==> src/rtl/eth_ll_pkg.sv <==
// Shared types for the 8-bit LocalLink to 32-bit word packer and its FIFO.
package eth_ll_pkg;

  localparam int FLAG_SOF = 0;
  localparam int FLAG_EOF = 1;
  localparam int FLAG_ERR = 2;

  typedef struct packed {
    logic [31:0] data;
    logic [3:0]  flags;
    logic [2:0]  occ;
  } ll_word_t;

  localparam int WORD_W = $bits(ll_word_t);

  typedef enum logic {
    IDLE     = 1'b0,
    IN_FRAME = 1'b1
  } ll_state_t;

  function automatic logic [3:0] mk_flags(input logic sof, input logic eof, input logic err);
    return {1'b0, err, eof, sof};
  endfunction

endpackage

==> src/rtl/eth_ll8_to_ll32_if.sv <==
// Byte-side and word-side handshake buses of the packer.
// master = surrounding system (MAC RX and packet_receiver), slave = the packer.
interface eth_ll8_to_ll32_if;
  logic [7:0]  ll_data_i;
  logic        ll_sof_i;
  logic        ll_eof_i;
  logic        ll_src_rdy_i;
  logic        ll_dst_rdy_o;
  logic [31:0] wr_data_o;
  logic [3:0]  wr_flags_o;
  logic [2:0]  wr_occ_o;
  logic        wr_src_rdy_o;
  logic        wr_dst_rdy_i;

  modport master (
    output ll_data_i, ll_sof_i, ll_eof_i, ll_src_rdy_i, wr_dst_rdy_i,
    input  ll_dst_rdy_o, wr_data_o, wr_flags_o, wr_occ_o, wr_src_rdy_o
  );

  modport slave (
    input  ll_data_i, ll_sof_i, ll_eof_i, ll_src_rdy_i, wr_dst_rdy_i,
    output ll_dst_rdy_o, wr_data_o, wr_flags_o, wr_occ_o, wr_src_rdy_o
  );
endinterface

==> src/rtl/ll_fifo2.sv <==
// Two-entry single-clock FIFO; head is valid whenever o_count != 0.
module ll_fifo2
  import eth_ll_pkg::*;
#(
  parameter int W = WORD_W
) (
  input  logic         clk,
  input  logic         reset,
  input  logic         i_push,
  input  logic [W-1:0] i_data,
  input  logic         i_pop,
  output logic [W-1:0] o_head,
  output logic [1:0]   o_count
);

  logic [W-1:0] r_mem [2];
  logic         r_wr_ptr;
  logic         r_rd_ptr;
  logic [1:0]   r_count;

  assign o_head  = r_mem[r_rd_ptr];
  assign o_count = r_count;

  // Storage, pointers and occupancy; push+pop together leaves the count unchanged.
  always_ff @(posedge clk) begin
    if (reset) begin
      r_mem[0] <= '0;
      r_mem[1] <= '0;
      r_wr_ptr <= 1'b0;
      r_rd_ptr <= 1'b0;
      r_count  <= 2'd0;
    end else begin
      if (i_push) begin
        r_mem[r_wr_ptr] <= i_data;
        r_wr_ptr        <= ~r_wr_ptr;
      end
      if (i_pop) r_rd_ptr <= ~r_rd_ptr;
      case ({i_push, i_pop})
        2'b10:   r_count <= r_count + 2'd1;
        2'b01:   r_count <= r_count - 2'd1;
        default: r_count <= r_count;
      endcase
    end
  end

endmodule

==> src/rtl/eth_ll8_to_ll32.sv <==
// Packs MAC RX bytes into 32-bit words with SOF/EOF/ERR flags and
// buffers two words so packet_receiver back-pressure does not stall the MAC.
module eth_ll8_to_ll32
  import eth_ll_pkg::*;
#(
  parameter int CNT_W     = 16,
  parameter bit MSB_FIRST = 1'b1
) (
  input  logic             clk,
  input  logic             reset,
  eth_ll8_to_ll32_if.slave bus,
  output logic [CNT_W-1:0] frame_cnt_o,
  output logic [CNT_W-1:0] err_cnt_o
);

  function automatic logic [31:0] put_byte(input logic [31:0] base, input logic [1:0] idx,
                                           input logic [7:0] b);
    logic [31:0] w;
    int          sh;
    w  = base;
    sh = MSB_FIRST ? 8 * (3 - int'(idx)) : 8 * int'(idx);
    w[sh +: 8] = b;
    return w;
  endfunction

  ll_state_t        r_state, w_state_n;
  logic [1:0]       r_idx, w_idx_n;
  logic [31:0]      r_asm, w_asm_n;
  logic             r_first, w_first_n;
  logic             r_pend_vld, w_pend_vld_n;
  ll_word_t         r_pend, w_pend_n;
  logic [CNT_W-1:0] r_frame_cnt, r_err_cnt;

  logic             w_push, w_pop, w_accept, w_err_inc;
  ll_word_t         w_push_word, w_head;
  logic [1:0]       w_count;
  logic [31:0]      w_cur, w_solo;

  // A pending single-byte word blocks new bytes until it has been pushed.
  assign bus.ll_dst_rdy_o = !reset && (w_count < 2'd2) && !r_pend_vld;
  assign w_accept         = bus.ll_src_rdy_i && bus.ll_dst_rdy_o;
  assign bus.wr_src_rdy_o = (w_count != 2'd0);
  assign w_pop            = bus.wr_src_rdy_o && bus.wr_dst_rdy_i;
  assign bus.wr_data_o    = w_head.data;
  assign bus.wr_flags_o   = w_head.flags;
  assign bus.wr_occ_o     = w_head.occ;
  assign frame_cnt_o      = r_frame_cnt;
  assign err_cnt_o        = r_err_cnt;

  assign w_cur  = put_byte(r_asm, r_idx, bus.ll_data_i);
  assign w_solo = put_byte(32'd0, 2'd0, bus.ll_data_i);

  ll_fifo2 #(.W(WORD_W)) u_fifo (
    .clk    (clk),
    .reset  (reset),
    .i_push (w_push),
    .i_data (w_push_word),
    .i_pop  (w_pop),
    .o_head (w_head),
    .o_count(w_count)
  );

  // Framing FSM: decides what to push and how the assembly register evolves.
  always_comb begin
    w_state_n    = r_state;
    w_idx_n      = r_idx;
    w_asm_n      = r_asm;
    w_first_n    = r_first;
    w_pend_vld_n = r_pend_vld;
    w_pend_n     = r_pend;
    w_push       = 1'b0;
    w_push_word  = '0;
    w_err_inc    = 1'b0;
    if (r_pend_vld) begin
      if (w_count != 2'd2 || w_pop) begin
        w_push       = 1'b1;
        w_push_word  = r_pend;
        w_pend_vld_n = 1'b0;
      end
    end else if (w_accept) begin
      case (r_state)
        IDLE: begin
          if (!bus.ll_sof_i) begin
            w_err_inc = 1'b1;
          end else if (bus.ll_eof_i) begin
            w_push      = 1'b1;
            w_push_word = '{w_solo, mk_flags(1'b1, 1'b1, 1'b0), 3'd1};
          end else begin
            w_asm_n   = w_solo;
            w_idx_n   = 2'd1;
            w_first_n = 1'b1;
            w_state_n = IN_FRAME;
          end
        end
        IN_FRAME: begin
          if (bus.ll_sof_i) begin
            // Abort: close the old frame with whatever bytes are held.
            w_push      = 1'b1;
            w_push_word = '{r_asm, mk_flags(1'b0, 1'b1, 1'b1), {1'b0, r_idx}};
            w_err_inc   = 1'b1;
            if (bus.ll_eof_i) begin
              w_pend_vld_n = 1'b1;
              w_pend_n     = '{w_solo, mk_flags(1'b1, 1'b1, 1'b0), 3'd1};
              w_asm_n      = 32'd0;
              w_idx_n      = 2'd0;
              w_state_n    = IDLE;
            end else begin
              w_asm_n   = w_solo;
              w_idx_n   = 2'd1;
              w_first_n = 1'b1;
            end
          end else if (bus.ll_eof_i || r_idx == 2'd3) begin
            w_push      = 1'b1;
            w_push_word = '{w_cur, mk_flags(r_first, bus.ll_eof_i, 1'b0), {1'b0, r_idx} + 3'd1};
            w_asm_n     = 32'd0;
            w_idx_n     = 2'd0;
            w_first_n   = 1'b0;
            if (bus.ll_eof_i) w_state_n = IDLE;
          end else begin
            w_asm_n = w_cur;
            w_idx_n = r_idx + 2'd1;
          end
        end
        default: w_state_n = IDLE;
      endcase
    end
  end

  // State, assembly register, pending slot and status counters.
  always_ff @(posedge clk) begin
    if (reset) begin
      r_state     <= IDLE;
      r_idx       <= 2'd0;
      r_asm       <= 32'd0;
      r_first     <= 1'b0;
      r_pend_vld  <= 1'b0;
      r_pend      <= '0;
      r_frame_cnt <= '0;
      r_err_cnt   <= '0;
    end else begin
      r_state    <= w_state_n;
      r_idx      <= w_idx_n;
      r_asm      <= w_asm_n;
      r_first    <= w_first_n;
      r_pend_vld <= w_pend_vld_n;
      r_pend     <= w_pend_n;
      if (w_push && w_push_word.flags[FLAG_EOF]) r_frame_cnt <= r_frame_cnt + CNT_W'(1);
      if (w_err_inc) r_err_cnt <= r_err_cnt + CNT_W'(1);
    end
  end

endmodule

==> src/flat_wrapper.sv <==
// flat-port wrapper written by rule: the top's interface ports become plain ports
module eth_ll8_to_ll32_flat import eth_ll_pkg::*;
#(
  parameter int CNT_W     = 16,
  parameter bit MSB_FIRST = 1'b1
)
  (clk, reset, frame_cnt_o, err_cnt_o, bus_ll_data_i, bus_ll_sof_i, bus_ll_eof_i, bus_ll_src_rdy_i, bus_wr_dst_rdy_i, bus_ll_dst_rdy_o, bus_wr_data_o, bus_wr_flags_o, bus_wr_occ_o, bus_wr_src_rdy_o);
  eth_ll8_to_ll32_if bus_i ();
  input  logic clk;
  input  logic reset;
  output logic [CNT_W-1:0] frame_cnt_o;
  output logic [CNT_W-1:0] err_cnt_o;
  input wire logic [$bits(bus_i.ll_data_i)-1:0] bus_ll_data_i;
  input wire logic [$bits(bus_i.ll_sof_i)-1:0] bus_ll_sof_i;
  input wire logic [$bits(bus_i.ll_eof_i)-1:0] bus_ll_eof_i;
  input wire logic [$bits(bus_i.ll_src_rdy_i)-1:0] bus_ll_src_rdy_i;
  input wire logic [$bits(bus_i.wr_dst_rdy_i)-1:0] bus_wr_dst_rdy_i;
  output wire logic [$bits(bus_i.ll_dst_rdy_o)-1:0] bus_ll_dst_rdy_o;
  output wire logic [$bits(bus_i.wr_data_o)-1:0] bus_wr_data_o;
  output wire logic [$bits(bus_i.wr_flags_o)-1:0] bus_wr_flags_o;
  output wire logic [$bits(bus_i.wr_occ_o)-1:0] bus_wr_occ_o;
  output wire logic [$bits(bus_i.wr_src_rdy_o)-1:0] bus_wr_src_rdy_o;
  assign bus_i.ll_data_i = bus_ll_data_i;
  assign bus_i.ll_sof_i = bus_ll_sof_i;
  assign bus_i.ll_eof_i = bus_ll_eof_i;
  assign bus_i.ll_src_rdy_i = bus_ll_src_rdy_i;
  assign bus_i.wr_dst_rdy_i = bus_wr_dst_rdy_i;
  assign bus_ll_dst_rdy_o = bus_i.ll_dst_rdy_o;
  assign bus_wr_data_o = bus_i.wr_data_o;
  assign bus_wr_flags_o = bus_i.wr_flags_o;
  assign bus_wr_occ_o = bus_i.wr_occ_o;
  assign bus_wr_src_rdy_o = bus_i.wr_src_rdy_o;
  eth_ll8_to_ll32 #(.CNT_W(CNT_W), .MSB_FIRST(MSB_FIRST)) u_core (.clk(clk), .reset(reset), .bus(bus_i), .frame_cnt_o(frame_cnt_o), .err_cnt_o(err_cnt_o));
endmodule
==> config.mk <==
export PLATFORM = sky130hd
export DESIGN_NAME = eth_ll8_to_ll32_flat
export DESIGN_NICKNAME = d
export VERILOG_FILES = /design/src/rtl/eth_ll_pkg.sv /design/src/rtl/eth_ll8_to_ll32_if.sv /design/src/rtl/ll_fifo2.sv /design/src/rtl/eth_ll8_to_ll32.sv /design/src/flat_wrapper.sv
export SDC_FILE = /design/constraint.sdc
export NUM_CORES = 1
export LEC_CHECK = 0
export CORE_MARGIN = 1.5
export CORE_UTILIZATION = 55
export CTS_CLUSTER_SIZE = 28
export DETAILED_ROUTE_END_ITERATION = 12
export GPL_TIMING_DRIVEN = 0
export PLACE_DENSITY_LB_ADDON = 0.12
export RECOVER_POWER = 50
export SLEW_MARGIN = 10
export SYNTH_ARGS = -nofsm -noshare
export SYNTH_HDL_FRONTEND = slang
export SYNTH_HIERARCHICAL = 1
export SYNTH_SLANG_ARGS = --single-unit
==> constraint.sdc <==
create_clock -name clk -period 8.6 [get_ports clk]
set_input_delay 1.72 -clock clk [delete_from_list [all_inputs] [get_ports clk]]
set_output_delay 1.72 -clock clk [all_outputs]
set_load 0.01 [all_outputs]
Yosys cells after proc, flatten, opt, wreduce, memory -nomap -nowiden

Memory sizes are Yosys's and may differ from the RTL's. A register that Yosys moved wholly into a read port is not among the register bits.
Cells that the tools add are included.
W data, S select, Z words.

Bits in registers: 83
Bits in writable memories: 78
Input port bits: 14
Output and inout bits: 73
Word-level logic and storage cells: 111
Memories: 1

$add $sub $neg: 8
$lt $le $gt $ge: 1
Equality and inequality tests: 7
Shift operators: 2
Muxes and demuxes: 59
Bitwise logic cells: 4
Reductions and logical operators: 16

Memories:

| name                | depth | width | rd ports | clocked after memory_dff | wr ports | RTL line       | source |
|---|---|---|---|---|---|---|---|
| u_core.u_fifo.r_mem | 2     | 39    | 1        | 1                        | 2        | ll_fifo2.sv:16 | `logic [W-1:0] r_mem [2];` |

Operators by type and width:

| cell                      | count |
|---|---|
| $mux W39                  | 8 |
| $mux W32                  | 5 |
| $pmux W39 S2              | 1 |
| $pmux W32 S2              | 1 |
| $reduce_or A39 Y1         | 1 |
| $mux W1                   | 33 |
| $neg A32 Y33              | 1 |
| $shift A8 B33 Y32 const A | 1 |
| $shiftx A8 B33 Y32        | 1 |
| $add A16 B1 Y16 const B   | 2 |
| $bwmux W32                | 1 |
| $mux W2                   | 4 |
| $pmux W1 S2               | 4 |
| $pmux W2 S2               | 2 |
| $reduce_and A4 Y1         | 2 |
| $ne A2 B2 Y1 const B      | 3 |
| $logic_and A1 B1 Y1       | 5 |
| $reduce_and A5 Y1         | 1 |
| $add A2 B1 Y2 const B     | 2 |
| $eq A2 B2 Y1 const B      | 2 |
| $not A1 Y1                | 4 |
| $reduce_bool A2 Y1        | 2 |
| $add A2 B1 Y3 const B     | 1 |
| $ne A3 B3 Y1 const B      | 1 |
| other kinds (7)           | 9 |

Longest topological paths before layout

Gate-level depths: netlist of the first run.

Depth in word-level cells: 12
Mapped depth: 11
Gate-level depth less buffers: 8

Modules after synthesis

The synthesis of the first run kept the hierarchy.

By module, submodules not included:

| module          | times used | cells an instance | area an instance (sq um) |
|---|---|---|---|
| eth_ll8_to_ll32 | 1          | 532               | 4,265.3 |
| ll_fifo2        | 1          | 274               | 3,607.2 |

Worst setup path after synthesis of the first run

No wires, ideal clock.

Kind: in2reg
Start: input port reset
End: memory u_core/u_fifo/r_mem[1][0] (netlist bit) (enable)
Library setup time: 0.402 ns
Arrival time: 4.322 ns
Setup slack: 3.876 ns
Stages on the path: 8
Path buffers: 3
Cell sequence: buf_2 > nor4b_2 > clkbuf_1 > o21ai_0 > o31ai_1 > nand2_1 > clkbuf_1 > nand2b_1

RTL lines:

| item               | RTL line           | source |
|---|---|---|
| start: declaration | flat_wrapper.sv:10 | `input logic reset;` |
| end: declaration   | ll_fifo2.sv:16     |  |

==> qor.yml, run 1 <==
crit_slowest_cell: "nor4b_1"
layout-drive-gt1-share_pct: 8.51
syn_area_sq_mm: 0.00787
netlist_instances: 806
ios: 87
cp-start-kind: "input port"
wl_per_cell_um: 17.6
insertion_delay_ns: 0.42
regToRegSetupSlack_ns: 4.41
r2r_end: "u_core/u_fifo/r_mem[1][15]"
die_x_um: 123
coreArea_sq_mm: 0.0139
setup_viol: 0
critical_path_class: "in -> reg"
dr.first_iter.drc_count: 620
multi_input_area_sq_mm: 0.00349
final_common_cell: "nor2_1"
min_path_type: "reg -> reg"
synth_seq_area_share_pct: 50.9
endpoint: "u_core/u_fifo/r_mem[1][15]"
syn_to_final_growth_pct: 20.0
first_pass_iters: 5
clock-root-buffer: "clkbuf_16"
slew-limit-headroom_pct: 5.72
start_util_pct: 56.5
antenna_left: 0
wirelength_mm: 19.3
fin_tns_setup_ns: 0
portBuffers: 77
vias: 6530
irDropWorstVdd_mv: 0.142
design_area_sq_mm: 0.00944
place_hpwl_mm: 13.7
clock_sinks: 161
r2r_start: "u_core/r_pend_vld"
leakagePower_nw: 3.16
cp_common_cell: "clkbuf_1"
hold_viol_final: 0
grt_pass1_vias: 6198
drcViolationCount: 0
gr-total-overflow: 0
vias_per_cell: 5.95
period_minus_slack_ns: 5.54
syn_nets: 831
place.gp.congestion: 0.940
p_per_area_mw_per_mm2: 179
skew_ns: 0.00747
totalPowerFinal_w: 0.00169
worst_hold_slack_ns: 0.469
die_h_um: 123
yosys_warnings: 6
row_count: 43
post-route-period-util_pct: 64.4
crit_chain: "dlygate4sd3_1 > nor4b_1 > clkbuf_1 > o21ai_0 > o31ai_1 > nand2_1 > clkbuf_1 > nand2b_2 > buf_16"
cp-end-kind: "register"
cts_buffer_depth: 2
cp.required_ns: 8.73
worst_r2r_path_depth: 9
grt_first_pass_wirelength_mm: 30.8
synth_top_area_share_pct: 29.8
dp_slack_ns: 3.15
synth.distinct_cells: 54
cts-buffers-inserted: 17
crit_start: "bus_ll_src_rdy_i"
antenna_cells: 0
cts_max_level: 4
maxSlewViolCount: 0
finalWorstSetupSlack_ns: 3.06
status: "finished clean"
synth_edf_count: 78
die_area_sq_mm: 0.0150
crit_fanout: 24
cts_resized: 0
placed_area_sq_mm: 0.00893
postCtsSetupRepairBufs: 0
cts_tree: "yes"
antenna_found_initial: 0
worst_ep_arrival_time_ns: 5.67
rsz0062_at_grt: "no"
path_clk_slew_ns: 0.06
synth_top_cell_by_area: "edfxtp_1"
cts_hold_buf: 0
layout_common_cells: "nor2_1 (156), dfxtp_1 (83), edfxtp_1 (78)"
avgSynthCellArea_sq_um: 9.77
tightest_slew_ns: 1.40
grt.total_usage_pct: 26.4
seq_area_sq_mm: 0.00400
synthTopCellsByArea: "edfxtp_1 (30%), dfxtp_1 (21%), nor2_1 (7.4%), a22oi_1 (6.3%), mux2_2 (5.7%)"
cap_violations: 0
ys_ff_latch: 161
nets: 929
fmax_mhz: 181
synth_async_sr_flop_share_pct: 0
grt_max_degree: 25
hp-start: "u_core/r_pend[0]"
synthFlopType: "dfxtp_1"
num-fill-cells: 1118
critPathMaxStageDelay_ns: 0.90
## cell usage after synthesis, types with 6 or more instances
cell      count
nor2_1      156
dfxtp_1      83
edfxtp_1     78
a22oi_1      66
clkbuf_1     51
nand2b_1     47
mux2_2       40
a21oi_1      33
nand2_1      27
o21ai_0      23
inv_1        21
o31ai_1      14
or3_1        14
nand3_1      13
or4_1        12
ha_1         11
buf_2         9
mux2i_1       9
o22ai_1       8
a32oi_1       7
nand4_1       7
a211oi_1      6
and2_1        6
nor3_1        6
xnor2_1       6
## final cells by class
type | count | share of cell area [%]
plain buffers | 67 | 2.85
clock buffers | 18 | 4.54
clock inverters | 14 | 1.25
inverters | 21 | 0.835
multi-input cells | 557 | 37.0
flip-flops and latches | 161 | 42.4
well taps | 180 | 2.38
repair buffers | 79 | 8.74
## sequential cells by signal, indices dropped and copies added (netlist names), named ones only
name,flops
u_core/u_fifo/r_mem,78
u_core/r_state,1
u_core/frame_cnt_o,16
u_core/r_idx,2
u_core/r_first,1
u_core/r_asm,32
u_core/r_pend_vld,1
u_core/u_fifo/r_rd_ptr,1
u_core/err_cnt_o,16
u_core/u_fifo/r_wr_ptr,1
u_core/r_pend,9
u_core/u_fifo/o_count,2
## how the worst min path moves through the flow
stage                                  end  slack [ns]  cells after the start
after global routing      u_core/r_pend[0]        0.49                      2
after CTS                 u_core/r_pend[0]        0.47                      2
after floorplan           u_core/r_pend[0]        0.44                      2
after global placement    u_core/r_pend[0]        0.45                      2
after detailed placement  u_core/r_pend[0]        0.46                      2
final                     u_core/r_pend[0]        0.47                      2
## where the power goes
group / switching, W / total (W) / internal [W]
Clock: 0.000307 / 0.000703 / 0.000396
Sequential: 0.00000839 / 0.000830 / 0.000822
Combinational: 0.0000915 / 0.000162 / 0.0000700
## critical path: cells and delay by family
family	cells	cell delay, ns
buffers and inverters	4	1.55
AOI/OAI and AO/OA	2	0.80
and+or+nand+nor	3	1.58
## stage by stage
stage	std cells	utilization, %
final	1097	67.8
after detailed placement	1065	64.1
after global routing	1097	67.8
after global placement	1063	63.6
after floorplan	806	-
after CTS	1097	68.0
## layer usage
layer | up-vias | GRT usage [%] | share of wire, %
li1 | 3111 | - | -
met5 | - | 0 | 0
met4 | 0 | 10.0 | 2.0
met3 | 33 | 3.76 | 5.1
met2 | 244 | 44.3 | 48
met1 | 3142 | 34.7 | 45
## kinds of logic (layout without fill, tap and decap cells)
| logic type | count (synthesis) | in the layout | share of synthesized area (%) |
|---|---|---|---|
| compound gates | 168 | 168 | 14.3 |
| xor+xnor | 9 | 9 | 1.00 |
| fa+ha+maj | 12 | 12 | 1.88 |
| buf+inv | 88 | 199 | 4.67 |
| flops | 161 | 161 | 50.9 |
| mux | 49 | 49 | 6.87 |
| other cells | 1 | 1 | 0.0476 |
| simple gates | 318 | 318 | 20.4 |
No activity file was read; power rests on OpenSTA's default activity.
==> inputs of run 2 (changes only) <==
- CORE_UTILIZATION: 55 -> 51
- clock period: 8.6 -> 4.8 ns (I/O delays scaled with it)
==> qor.yml, run 2 (synthesis results as in run 1) <==
antenna_left: 0  # unchanged
hold_viol_final: 0  # unchanged
status: "finished, violations left"
finalNonFillerCells: 1105  # +0.73%
path_clk_slew_ns: 0.06  # about the same
placed_area_sq_mm: 0.00894  # about the same
num-fill-cells: 1287  # +15%
p_switching_w: 0.000729  # +79%
layout_common_cells: "nor2_1 (156), dfxtp_1 (83), edfxtp_1 (78)"
maxSlewViolCount: 9  # +9
drcViolationCount: 0  # unchanged
largest-register: "u_core/u_fifo/r_mem"
ios: 87  # unchanged
cp-end-kind: "register"
grt.total_usage_pct: 24.8  # -1.6 points
die_area_sq_mm: 0.0162  # +7.7%
cts_resized: 0  # unchanged
tightest_slew_ns: 1.56  # +0.158 ns
dpl.cell_count: 1073  # +0.75%
critPathMaxStageDelay_ns: 0.59  # -0.31 ns
min_path_type: "reg -> reg"
worst_ep_arrival_time_ns: 4.47  # -1.20 ns
post-route-period-util_pct: 90.6
gr-total-overflow: 0  # unchanged
insertion_delay_ns: 0.42  # about the same
cts_buffer_depth: 2  # unchanged
p_int_w: 0.00231  # +79%
row_count: 45  # +4.7%
crit_slowest_cell: "o31ai_1"
rsz0062_at_grt: "no"
critical_path_class: "in -> reg"
totalPowerFinal_w: 0.00304  # +79%
crit_chain: "dlygate4sd3_1 > nor4b_2 > clkbuf_1 > o21ai_0 > o31ai_1 > nand2_1 > clkbuf_1 > nand2b_2 > buf_12"
cp.required_ns: 4.92  # -3.81 ns
design_area_sq_mm: 0.00945  # +0.11%
clkPwrFrac_pct: 41.5  # about the same
seq_area_sq_mm: 0.00400  # unchanged
first_pass_iters: 6  # +1
portBuffers: 77  # unchanged
final_common_cell: "nor2_1"
setup_viol: 0  # unchanged
wirelength_mm: 19.6  # +2.0%
place.gp.congestion: 0.915  # -2.6%
leakagePower_nw: 3.16  # +0.14%
grt_pass1_vias: 6328  # +2.1%
cts_max_level: 4  # unchanged
combinationalPowerShare_pct: 9.5  # about the same
violations: "capacitance limit, slew limit"
nets: 929  # unchanged
clock_sinks: 161  # unchanged
place_hpwl_mm: 14.1  # +3.0%
antenna_found_initial: 0  # unchanged
cts-buffers-inserted: 17  # unchanged
postCtsSetupRepairBufs: 0  # unchanged
start_util_pct: 52.0  # -4.5 points
clock-root-buffer: "clkbuf_16"
syn_to_final_growth_pct: 20.1
grt_first_pass_wirelength_mm: 31.8  # +3.1%
largest_reg_flops: 78  # unchanged
skew_ns: 0.00718  # -0.000289 ns
vias_per_cell: 5.85  # -1.7%
top_regs: "u_core/u_fifo/r_mem: 78 flops, u_core/r_asm: 32 flops"
dp_slack_ns: 0.118  # -3.03 ns
layout-drive-gt1-share_pct: 8.83  # +0.33 points
p_per_area_mw_per_mm2: 321  # +79%
multi_input_area_sq_mm: 0.00350  # +0.18%
swShare_pct: 24.0  # -0.024 points
seq_power_share_pct: 48.9  # about the same
crit_fanout: 28  # +17%
crit_family: "buffers and inverters"
cp_common_cell: "clkbuf_1"
cts_hold_buf: 0  # unchanged
grt_max_degree: 29  # +16%
dr.first_iter.drc_count: 468  # -25%
cap_violations: 1  # +1
crit_buf_inv: 4  # unchanged
cts_tree: "yes"
vias: 6469  # -0.93%
worst_hold_slack_ns: 0.462  # -0.00685 ns
fmax_mhz: 230
period_minus_slack_ns: 4.35
wl_per_cell_um: 17.8  # +1.3%
cp-start-kind: "input port"
slew-limit-headroom_pct: -4.90  # -11 points
irDropWorstVdd_mv: 0.226  # +59%
antenna_cells: 0  # unchanged
finalWorstSetupSlack_ns: 0.453  # -2.61 ns
die_h_um: 127  # +3.8%
die_x_um: 127  # +3.8%
coreArea_sq_mm: 0.0151  # +8.7%
-- run 2: cell count changes in the layout (fill, tap and decap cells not counted), sizes merged --
cell | previous run | this run
dlygate4sd3 | 68 | 70
clkdlybuf4s50 | 9 | 7
inv | 22 | 23
clkinvlp | 5 | 4
clkinv | 7 | 6
clkbuf | 79 | 80
-- run 2: worst paths after layout --
check / to / slack (ns) / startpoint / cells past startpoint
worst max register to register: u_core/u_fifo/r_mem[1][15] / 1.04 / u_core/r_pend_vld / 9
worst max-delay path: u_core/u_fifo/r_mem[1][15] / 0.45 / bus_ll_src_rdy_i / 9
worst min register to register: u_core/r_pend[0] / 0.46 / u_core/r_pend[0] / 2
worst min-delay path: u_core/r_pend[0] / 0.46 / u_core/r_pend[0] / 2
-- run 2: per-layer routing --
layer | vias up | global-route usage [%] | wire (um)
met4 | 0 | 8.89 | 369
met1 | 3091 | 32.4 | 8840
met5 | - | 0 | 0
met3 | 32 | 3.60 | 962
li1 | 3117 | - | -
met2 | 229 | 42.3 | 9480
-- run 2: worst min-delay path, stage by stage (launching register included) --
cell and delay [ns]:
dfxtp_1 0.32, inv_1 0.05, a21oi_1 0.05
-- run 2: layout make-up --
cell class | count | area share [%]
plain buffers | 67 | 2.86
multi-input cells | 557 | 37.0
inverters | 21 | 0.834
clock buffers | 19 | 4.58
flip-flops and latches | 161 | 42.4
well taps | 188 | 2.49
clock inverters | 13 | 1.20
repair buffers | 79 | 8.66
-- run 2: per-stage QoR --
step / utilization (%) / setup TNS, ns
after global routing: 62.4 / 0
after floorplan: - / 0
after detailed placement: 59.0 / 0
after CTS: 62.6 / 0
after global placement: 58.6 / -53.65
final: 62.4 / 0
-- run 2: power groups by stage --
stage	combinational, W	sequential, W	clock, W
finish	0.000289	0.00149	0.00126
global route	0.000311	0.00149	0.00134
CTS	0.000306	0.00149	0.00128
detailed placement	0.000305	0.00152	0
global placement	0.000295	0.00152	0
floorplan	0.000179	0.00151	0
